### src/rtl/i2c_final_pkg.sv
// Shared types and constants for the I2C burst write master.
package i2c_final_pkg;

  typedef enum logic [2:0] {
    S_IDLE,
    S_START,
    S_ADDR,
    S_ADDR_ACK,
    S_LOAD,
    S_DATA,
    S_DATA_ACK,
    S_STOP
  } state_t;

  localparam logic [3:0] REG_BURST = 4'd4;
  localparam logic [3:0] REG_SIZE  = 4'd8;

  localparam logic [7:0] BURST_RST = 8'd1;
  localparam logic [2:0] SIZE_RST  = 3'd4;

  // Out-of-range byte counts fall back to a full 32-bit word.
  function automatic logic [2:0] eff_size(input logic [2:0] s);
    return ((s == 3'd0) || (s > 3'd4)) ? 3'd4 : s;
  endfunction

endpackage

### src/rtl/i2c_bit_timer.sv
// Quarter-phase counter: SCL_DIV cycles per bit, scl high in quarters 2-3.
// Held at phase 0 while en is low; period_end marks the last cycle of a bit.
module i2c_bit_timer #(
  parameter int SCL_DIV = 4
) (
  input  logic clk,
  input  logic rst,
  input  logic en,
  output logic scl,
  output logic period_end
);

  localparam int QLEN = SCL_DIV / 4;
  localparam int QW   = (QLEN > 1) ? $clog2(QLEN) : 1;

  logic [QW-1:0] qcnt_q, qcnt_d;
  logic [1:0]    quarter_q, quarter_d;
  logic          q_end;

  always_comb begin
    q_end      = en && (qcnt_q == QW'(QLEN - 1));
    period_end = q_end && (quarter_q == 2'd3);
    qcnt_d     = qcnt_q;
    quarter_d  = quarter_q;
    if (!en) begin
      qcnt_d    = '0;
      quarter_d = 2'd0;
    end else if (q_end) begin
      qcnt_d    = '0;
      quarter_d = quarter_q + 2'd1;
    end else begin
      qcnt_d = qcnt_q + QW'(1);
    end
  end

  always_ff @(posedge clk or posedge rst) begin
    if (rst) begin
      qcnt_q    <= '0;
      quarter_q <= 2'd0;
    end else begin
      qcnt_q    <= qcnt_d;
      quarter_q <= quarter_d;
    end
  end

  assign scl = quarter_q[1];

endmodule

### src/rtl/i2c_final.sv
// I2C burst write master: one START/address/data.../STOP transaction per WriteBit rising edge.
// Line outputs are registered (one cycle behind the FSM); TXIn is captured on the tx_load cycle.
module i2c_final
  import i2c_final_pkg::*;
#(
  parameter int SCL_DIV   = 4,
  parameter bit CHECK_ACK = 1'b0
) (
  input  logic        clk,
  input  logic [3:0]  address,
  input  logic [31:0] data,
  input  logic        write,
  input  logic        WriteBit,
  input  logic [6:0]  SlaveAddress,
  input  logic        reset,
  input  logic [31:0] TXIn,
  output logic        scl,
  output logic        sda_oe,
  input  logic        sda_in,
  output logic        tx_load,
  output logic        busy,
  output logic        done,
  output logic        nack
);

  state_t      state_q, state_d;
  logic [7:0]  burst_cfg_q, burst_cfg_d;
  logic [2:0]  size_cfg_q, size_cfg_d;
  logic        wb_q, wb_prev_q;
  logic [31:0] sh_q, sh_d;
  logic [7:0]  beats_q, beats_d;
  logic [2:0]  size_q, size_d;
  logic [2:0]  bit_q, bit_d;
  logic [1:0]  byte_q, byte_d;
  logic        scl_q, scl_d, sda_oe_q, sda_oe_d;
  logic        tx_load_q, tx_load_d, busy_q, busy_d;
  logic        done_q, done_d, nack_q, nack_d;
  logic        tmr_en, tmr_scl, period_end, start_edge, ack_fail;
  logic        unused_data;

  assign unused_data = ^data[31:8];
  assign tmr_en      = (state_q != S_IDLE) && (state_q != S_LOAD);
  assign start_edge  = wb_q && !wb_prev_q;
  assign ack_fail    = CHECK_ACK && sda_in;

  i2c_bit_timer #(.SCL_DIV(SCL_DIV)) u_timer (
    .clk        (clk),
    .rst        (reset),
    .en         (tmr_en),
    .scl        (tmr_scl),
    .period_end (period_end)
  );

  always_comb begin
    state_d     = state_q;
    burst_cfg_d = burst_cfg_q;
    size_cfg_d  = size_cfg_q;
    sh_d        = sh_q;
    beats_d     = beats_q;
    size_d      = size_q;
    bit_d       = bit_q;
    byte_d      = byte_q;
    nack_d      = nack_q;
    scl_d       = scl_q;
    sda_oe_d    = sda_oe_q;

    if (write && (address == REG_BURST)) burst_cfg_d = data[7:0];
    if (write && (address == REG_SIZE))  size_cfg_d  = data[2:0];

    case (state_q)
      S_IDLE: if (start_edge) begin
        state_d = S_START;
        sh_d    = {SlaveAddress, 1'b0, 24'h0};
        beats_d = burst_cfg_q;
        size_d  = eff_size(size_cfg_q);
        nack_d  = 1'b0;
      end
      S_START: if (period_end) begin
        state_d = S_ADDR;
        bit_d   = 3'd7;
      end
      S_ADDR, S_DATA: if (period_end) begin
        sh_d  = {sh_q[30:0], 1'b0};
        bit_d = bit_q - 3'd1;
        if (bit_q == 3'd0) state_d = (state_q == S_ADDR) ? S_ADDR_ACK : S_DATA_ACK;
      end
      S_ADDR_ACK: if (period_end) begin
        if (ack_fail) begin
          nack_d  = 1'b1;
          state_d = S_STOP;
        end else begin
          state_d = (beats_q == 8'd0) ? S_STOP : S_LOAD;
        end
      end
      S_LOAD: begin
        // Left-justify the used bytes so the MSB of the first byte is always sh_q[31].
        case (size_q)
          3'd1:    sh_d = {TXIn[7:0], 24'h0};
          3'd2:    sh_d = {TXIn[15:0], 16'h0};
          3'd3:    sh_d = {TXIn[23:0], 8'h0};
          default: sh_d = TXIn;
        endcase
        beats_d = beats_q - 8'd1;
        byte_d  = 2'(size_q - 3'd1);
        bit_d   = 3'd7;
        state_d = S_DATA;
      end
      S_DATA_ACK: if (period_end) begin
        if (ack_fail) begin
          nack_d  = 1'b1;
          state_d = S_STOP;
        end else if (byte_q != 2'd0) begin
          byte_d  = byte_q - 2'd1;
          bit_d   = 3'd7;
          state_d = S_DATA;
        end else begin
          state_d = (beats_q != 8'd0) ? S_LOAD : S_STOP;
        end
      end
      S_STOP: if (period_end) state_d = S_IDLE;
      default: state_d = S_IDLE;
    endcase

    case (state_q)
      S_IDLE:                begin scl_d = 1'b1;    sda_oe_d = 1'b0;     end
      S_START:               begin scl_d = 1'b1;    sda_oe_d = tmr_scl;  end
      S_ADDR, S_DATA:        begin scl_d = tmr_scl; sda_oe_d = !sh_q[31]; end
      S_ADDR_ACK, S_DATA_ACK: begin scl_d = tmr_scl; sda_oe_d = 1'b0;     end
      S_STOP:                begin scl_d = tmr_scl; sda_oe_d = 1'b1;     end
      default:               ;
    endcase

    busy_d    = (state_d != S_IDLE);
    tx_load_d = (state_d == S_LOAD);
    done_d    = (state_q == S_STOP) && (state_d == S_IDLE);
  end

  always_ff @(posedge clk or posedge reset) begin
    if (reset) begin
      state_q     <= S_IDLE;
      burst_cfg_q <= BURST_RST;
      size_cfg_q  <= SIZE_RST;
      wb_q        <= 1'b0;
      wb_prev_q   <= 1'b0;
      sh_q        <= '0;
      beats_q     <= '0;
      size_q      <= SIZE_RST;
      bit_q       <= '0;
      byte_q      <= '0;
      scl_q       <= 1'b1;
      sda_oe_q    <= 1'b0;
      tx_load_q   <= 1'b0;
      busy_q      <= 1'b0;
      done_q      <= 1'b0;
      nack_q      <= 1'b0;
    end else begin
      state_q     <= state_d;
      burst_cfg_q <= burst_cfg_d;
      size_cfg_q  <= size_cfg_d;
      wb_q        <= WriteBit;
      wb_prev_q   <= wb_q;
      sh_q        <= sh_d;
      beats_q     <= beats_d;
      size_q      <= size_d;
      bit_q       <= bit_d;
      byte_q      <= byte_d;
      scl_q       <= scl_d;
      sda_oe_q    <= sda_oe_d;
      tx_load_q   <= tx_load_d;
      busy_q      <= busy_d;
      done_q      <= done_d;
      nack_q      <= nack_d;
    end
  end

  assign scl     = scl_q;
  assign sda_oe  = sda_oe_q;
  assign tx_load = tx_load_q;
  assign busy    = busy_q;
  assign done    = done_q;
  assign nack    = nack_q;

endmodule

### config.mk
export PLATFORM = sky130hd
export DESIGN_NAME = i2c_final
export DESIGN_NICKNAME = d
export VERILOG_FILES = /design/src/rtl/i2c_final_pkg.sv /design/src/rtl/i2c_bit_timer.sv /design/src/rtl/i2c_final.sv
export SDC_FILE = /design/constraint.sdc
export NUM_CORES = 1
export LEC_CHECK = 0
export ABC_AREA = 0
export CORE_AREA = 2 2 91 101
export CTS_CLUSTER_SIZE = 16
export DETAILED_ROUTE_END_ITERATION = 10
export DIE_AREA = 0 0 93 103
export GPL_TIMING_DRIVEN = 1
export PLACE_DENSITY = 0.77
export SYNTH_ARGS = -nofsm -noshare
export SYNTH_HDL_FRONTEND = slang
export SYNTH_SLANG_ARGS = --single-unit
### constraint.sdc
create_clock -name clk -period 2.75 [get_ports clk]
set_clock_uncertainty 0.15 [all_clocks]
set_input_delay 0.4125 -clock clk [delete_from_list [all_inputs] [get_ports clk]]
set_output_delay 0.4125 -clock clk [all_outputs]
set_load 0.05 [all_outputs]
==> out/metrics.csv, run 1 <==
stage;metric;value;unit
sta;worst_hold_slack;0.226;ns
global_routing;grtUsageTotal;0.225;
floorplan;initial_utilization;0.484;
synthesis;synth_most_common_cell;dfrtp_1;
synthesis;syn_inst;438;
detailed_routing;vias;3807;
status;status;finished clean;
pwr;p_leak;1.96;nW
sta;worst_slew_pin_slew;0.816;ns
floorplan;core;0.00865;sq mm
worst_setup_path;arrival;2.44;ns
global_routing;grt_pass1_vias;3485;
detailed_routing;via_per_inst;6.33;
cells_and_area;fill_cells;787;
clock_network;cts_inserted_buffers;9;
synthesis;yosys_warnings;0;
synthesis;ys_ff_latch;72;
global_routing;antenna_found_initial;0;
global_routing;grt_start_max_net_pins;33;
cells_and_area;drive_gt1_frac;0.125;
global_routing;overflow;0;
place;place.port_buffers;59;
cells_and_area;nets;568;
synthesis;netlist_area;0.00418;sq mm
pwr;power.density;932;mW/mm^2
clock_network;cts_tree;built;
pwr;peakVddDrop;381;uV
synthesis;synthTopCellsByCount;68 x dfrtp_1, 39 x nand2_1, 36 x nor3_1;
detailed_routing;drt_pass1_iterations;6;
worst_hold_path;min_path_type;reg2reg;
sta;setup_violations;0;
floorplan;ios;86;
cells_and_area;n_antenna_cell;0;
clock_network;clock_path_buffers;2;
sta;finalHoldViolations;0;
synthesis;yosysSeqAreaShare;0.432;
detailed_routing;totalWireLength;10500;microns
synthesis;synth_cell_type_count;63;
clock_network;cts.reportedPaths.clkPinSlew;0.08;ns
clock_network;root_buffer;clkbuf_8;
sta;rsz0062_at_grt;no;
floorplan;die_w;93;microns
clock_network;clk_latency;0.36;ns
synthesis;synth_area_leaders;dfrtp_1 41%, nor3_1 4.3%, o221ai_1 4.0%;
clock_network;post_cts_resized;0;
global_routing;grt_pass1_wl;17200;microns
detailed_routing;dr.first_iter.drc_count;351;
worst_setup_path;worstSetupPathType;reg2reg;
place;dp.cells;585;
place;placed_area;0.00486;sq mm
synthesis;synth_top_area_frac;0.407;
cells_and_area;final_area;0.00503;sq mm
cells_and_area;area_growth;20.2;%
place;dp.final_hpwl;7410;microns
worst_setup_path;crit_fanout;20;
detailed_routing;ant_nets;0;
floorplan;die_h;103;microns
sta;timing.fmax;0.424;GHz
worst_setup_path;required;2.83;ns
detailed_routing;drcViolationCount;0;
sta;fin_setup_tns;0;ns
synthesis;synth_edf_count;0;
sta;maxSlewHeadroom;0.452;
cells_and_area;fin_cells;601;
synthesis;async_reset_ff_frac;1.00;
worst_setup_path;cp-end-kind;flop;
detailed_routing;wl_per_cell;17.4;microns
clock_network;cts_sinks;72;
floorplan;die-area;0.00958;sq mm
synthesis;synth_area_leader_cell;dfrtp_1;
sta;finalCriticalPeriod;2.36;ns
clock_network;post_cts.repair.setup_buffers;0;
clock_network;htreeDepth;3;
sta;final_max_slew_viol_count;0;
place;gp_congestion;0.899;
floorplan;row_count;36;
sta;finalCritPeriodShare;0.858;
worst_setup_path;cp-start-kind;flop;
flow_run;cap_violations;0;
clock_network;ctsHoldBuffers;0;
synthesis;synth_flop_cell;dfrtp_1;
synthesis;avgSynthCellArea;9.55;sq um
==> per-layer routing <==
metal | vias to the layer above | global-route usage | routed length [microns]
met1 | 1913 | 0.300 | 4470
met3 | 15 | 0.0365 | 511
met5 | - | 0 | 0
met4 | 0 | 0.0871 | 181
li1 | 1755 | - | -
met2 | 124 | 0.373 | 5320
==> per-stage QoR <==
stage	setup WS, ns	utilization	total power [mW]
2_1_floorplan	0.369	-	3.41
3_3_place_gp	0.482	0.562	3.84
3_5_place_dp	0.437	0.562	3.94
4_1_cts	0.424	0.581	4.68
5_1_grt	0.294	0.581	5.05
6_report	0.391	0.581	4.69
==> worst max-delay path: stages (launching register included) <==
cell and delay [ns]:
dfrtp_1 0.77, or2_2 0.34, o21ai_0 0.19, a221o_1 0.32
or4b_1 0.46
==> power breakdown <==
group	leakage, nW	internal (mW)	switching (mW)
Combinational	1.02	0.906	1.13
Clock	0.0874	0.352	0.387
Sequential	0.851	1.51	0.402
==> flip-flops by register name (all words and copies together) (netlist names) <==
name               cells
bit_q                  3
u_timer.qcnt_q         1
state_q                3
done                   1
sda_oe                 1
size_q                 3
burst_cfg_q            8
tx_load                1
byte_q                 2
busy                   1
beats_q                8
wb_q                   1
sh_q                  32
u_timer.quarter_q      2
scl                    1
wb_prev_q              1
size_cfg_q             3
==> cells by family (layout without fill, tap and decap cells) <==
| logic type | count (synthesis) | count (layout) | share of synthesized area |
|---|---|---|---|
| AO/OA/AOI/OAI | 149 | 149 | 0.264 |
| XOR/XNOR | 2 | 2 | 0.00419 |
| adder cells (fa/ha/maj) | 6 | 6 | 0.0179 |
| buffers and inverters | 51 | 99 | 0.0547 |
| flip-flops | 72 | 72 | 0.432 |
| multiplexers | 21 | 21 | 0.0538 |
| other | 1 | 2 | 0.000897 |
| AND/OR/NAND/NOR | 136 | 136 | 0.172 |
==> area by class of cell <==
type | count | area (sq um) | share of cell area
clock inverters | 3 | 18.8 | 0.00373
repair buffers | 70 | 698 | 0.139
flip-flops and latches | 72 | 1810 | 0.359
well taps | 114 | 143 | 0.0284
multi-input cells | 316 | 2160 | 0.430
clock buffers | 13 | 149 | 0.0296
inverters | 13 | 48.8 | 0.00971
==> worst paths after layout <==
check                                 end       start  cells past startpoint  slack (ns)
worst max-delay path                 busy  state_q[0]                      4        0.39
worst min-delay path            wb_prev_q        wb_q                      0        0.23
worst max register to register       busy  state_q[0]                      4        0.39
worst min register to register  wb_prev_q        wb_q                      0        0.23
max in group asynchronous       size_q[2]       reset                      3        1.52
min in group asynchronous       wb_prev_q       reset                      2        0.31
==> cells in the final DEF (no fill, tap or decap), drive strengths merged, types with 7 or more instances in the layout <==
master / n
dfrtp: 68
a221oi: 8
clkbuf: 13
mux2: 12
o221ai: 19
a2bb2oi: 9
nand2: 39
nor3: 36
mux2i: 9
nor2: 13
a31o: 7
buf: 11
a21oi: 25
o2bb2ai: 8
o21ai: 14
clkdlybuf4s50: 59
inv: 13
nor2b: 11
a22oi: 11
a31oi: 17
Power figures use the tool's default switching activity.
==> run 2, diff against run 1 <==
CORE_AREA = 3 3 92 102   (was 2 2 91 101)
DIE_AREA = 0 0 95 105   (was 0 0 93 103)
==> run 2 against run 1 <==
Effect of this change: sequential share of layout area shrank 0.15 points; global-route usage shrank 0.57 points; first-iteration DRC count shrank 23%; highest routed layer unchanged.
==> out/metrics.csv, run 2 (synthesized netlist as in run 1, its figures left out) <==
stage;metric;value;unit;change
status;status;finished clean;;unchanged
detailed_routing;via_per_inst;6.16;;was 6.33
cells_and_area;top_register;sh_q;;unchanged
place;placed_area;0.00484;sq mm;was 0.00486 sq mm
sta;finalHoldViolations;0;;unchanged
detailed_routing;vias;3686;;was 3,807
global_routing;grt_pass1_wl;17500;microns;was 17,200 microns
worst_setup_path;cp_cell_sequence;buf_4 > nand2b_1 > nor2_1 > a221o_1 > or4b_1;;was or2_2 > o21ai_0 > a221o_1 > or4b_1
worst_setup_path;cp-end-kind;flop;;unchanged
cells_and_area;drive_gt1_frac;0.131;;was 0.125
worst_setup_path;crit_fanout;22;;was 20
floorplan;die_w;95;microns;was 93 microns
floorplan;initial_utilization;0.495;;was 0.484
cells_and_area;nets;568;;unchanged
global_routing;overflow;0;;unchanged
floorplan;die-area;0.00998;sq mm;was 0.00958 sq mm
cells_and_area;largestRegisters;sh_q (32), beats_q (8), burst_cfg_q (8);;unchanged
place;place.port_buffers;59;;unchanged
clock_network;ctsHoldBuffers;0;;unchanged
place;gp_congestion;0.878;;was 0.899
clock_network;post_cts_resized;0;;unchanged
sta;rsz0062_at_grt;no;;unchanged
global_routing;grt_start_max_net_pins;33;;unchanged
worst_hold_path;worstHoldEndpoint;wb_prev_q;;unchanged
clock_network;post_cts.repair.setup_buffers;0;;unchanged
floorplan;ios;86;;unchanged
clock_network;clock_path_buffers;2;;unchanged
sta;timing.fmax;0.431;GHz;was 0.424 GHz
worst_setup_path;critical_path.max_stage_delay;0.63;ns;was 0.77 ns
sta;final_max_slew_viol_count;0;;unchanged
global_routing;antenna_found_initial;0;;unchanged
worst_setup_path;crit_path_top_delay_cell;dfrtp_1;;unchanged
worst_setup_path;reg2reg_from;state_q[1];;was state_q[0]
worst_setup_path;worstSetupPathType;reg2reg;;unchanged
clock_network;clk_latency;0.35;ns;was 0.36 ns
detailed_routing;ant_nets;0;;unchanged
detailed_routing;drt_pass1_iterations;5;;was 6
clock_network;cts.reportedPaths.clkPinSlew;0.08;ns;about the same
detailed_routing;wl_per_cell;17.4;microns;about the same
sta;fin_setup_tns;0;ns;unchanged
worst_setup_path;arrival;2.39;ns;was 2.44 ns
global_routing;grtUsageTotal;0.220;;was 0.225
floorplan;die_h;105;microns;was 103 microns
cells_and_area;largest_reg_flops;32;;unchanged
pwr;p_leak;1.97;nW;was 1.96 nW
sta;setup_violations;0;;unchanged
cells_and_area;seqCellArea;0.00181;sq mm;unchanged
cells_and_area;final_common_cell;dfrtp_1;;unchanged
floorplan;core;0.00845;sq mm;was 0.00865 sq mm
worst_hold_path;min_path_type;reg2reg;;unchanged
pwr;power.density;950;mW/mm^2;was 932 mW/mm^2
floorplan;row_count;35;;was 36
worst_hold_path;hold_path.startpoint;wb_q;;unchanged
pwr;peakVddDrop;448;uV;was 381 uV
cells_and_area;layout_common_cells;68 x dfrtp_1, 59 x clkdlybuf4s50_1, 39 x nand2_1, 36 x nor3_1, 24 x a21oi_1;;unchanged
worst_setup_path;reg2reg_slack;0.43;ns;was 0.39 ns
worst_setup_path;cp-start-kind;flop;;unchanged
clock_network;cts_tree;built;;unchanged
clock_network;root_buffer;clkbuf_8;;unchanged
cells_and_area;area_growth;20.7;%;was 20.2%
cells_and_area;multi_input_area;0.00216;sq mm;unchanged
detailed_routing;dr.first_iter.drc_count;269;;was 351
flow_run;cap_violations;0;;unchanged
global_routing;grt_pass1_vias;3574;;was 3,485
worst_setup_path;worst_r2r_endpoint;busy;;unchanged
worst_hold_path;hold_depth;0;;unchanged
cells_and_area;fill_cells;686;;was 787
sta;maxSlewHeadroom;0.446;;was 0.452
clock_network;cts_sinks;72;;unchanged
clock_network;htreeDepth;3;;unchanged
detailed_routing;totalWireLength;10400;microns;was 10,500 microns
cells_and_area;n_antenna_cell;0;;unchanged
clock_network;cts_inserted_buffers;9;;unchanged
worst_setup_path;required;2.82;ns;was 2.83 ns
place;dp.final_hpwl;7370;microns;was 7410 microns
sta;worst_slew_pin_slew;0.823;ns;was 0.816 ns
worst_setup_path;r2r_cells;5;;was 4
cells_and_area;final_area;0.00505;sq mm;was 0.00503 sq mm
sta;finalCritPeriodShare;0.844;;was 0.858
detailed_routing;drcViolationCount;0;;unchanged
sta;finalCriticalPeriod;2.32;ns;was 2.36 ns
## run 2: worst max path at each step
stage	start	to	slack (ns)
global placement	state_q[0]	busy	0.51
detailed placement	state_q[1]	busy	0.47
CTS	state_q[1]	busy	0.46
floorplan	reset	beats_q[0]	0.37
finish	state_q[1]	busy	0.43
global route	state_q[1]	busy	0.28
## run 2: area by class of cell
| type | count | share of cell area |
|---|---|---|
| sequential | 72 | 0.358 |
| inverter | 13 | 0.00967 |
| clock inverter | 6 | 0.0134 |
| timing repair buffer | 70 | 0.136 |
| clock buffer | 10 | 0.0273 |
| multi-input combinational | 316 | 0.428 |
| tap | 111 | 0.0275 |
## run 2: stage by stage
step / instances / hold WS [ns] / util / power (mW) / worst slack [ns]
6_report: 598 / 0.233 / 0.597 / 4.80 / 0.429
5_1_grt: 598 / 0.264 / 0.597 / 5.17 / 0.277
4_1_cts: 598 / 0.236 / 0.597 / 4.80 / 0.455
3_5_place_dp: 582 / 0.213 / 0.573 / 3.94 / 0.471
3_3_place_gp: 582 / 0.213 / 0.573 / 3.84 / 0.511
2_1_floorplan: 439 / 0.205 / - / 3.41 / 0.369
## run 2: power breakdown
group	internal, mW	leakage (nW)	total [mW]	switching [mW]
Clock	0.446	0.0989	0.861	0.414
Sequential	1.51	0.851	1.90	0.394
Combinational	0.904	1.02	2.03	1.13
Total	2.86	1.97	4.80	1.94
## run 2: layer usage
metal,part of all wire,track usage
met5,0,0
met4,0.025,0.0876
met3,0.055,0.0425
met2,0.47,0.332
met1,0.45,0.308
## run 2: worst max-delay path: cells and delay by family, from the launching register on
family	cells	cell delay (ns)
buffers and inverters	1	0.32
AND/OR/NAND/NOR	3	0.76
flip-flops	1	0.63
AO/OA/AOI/OAI	1	0.33
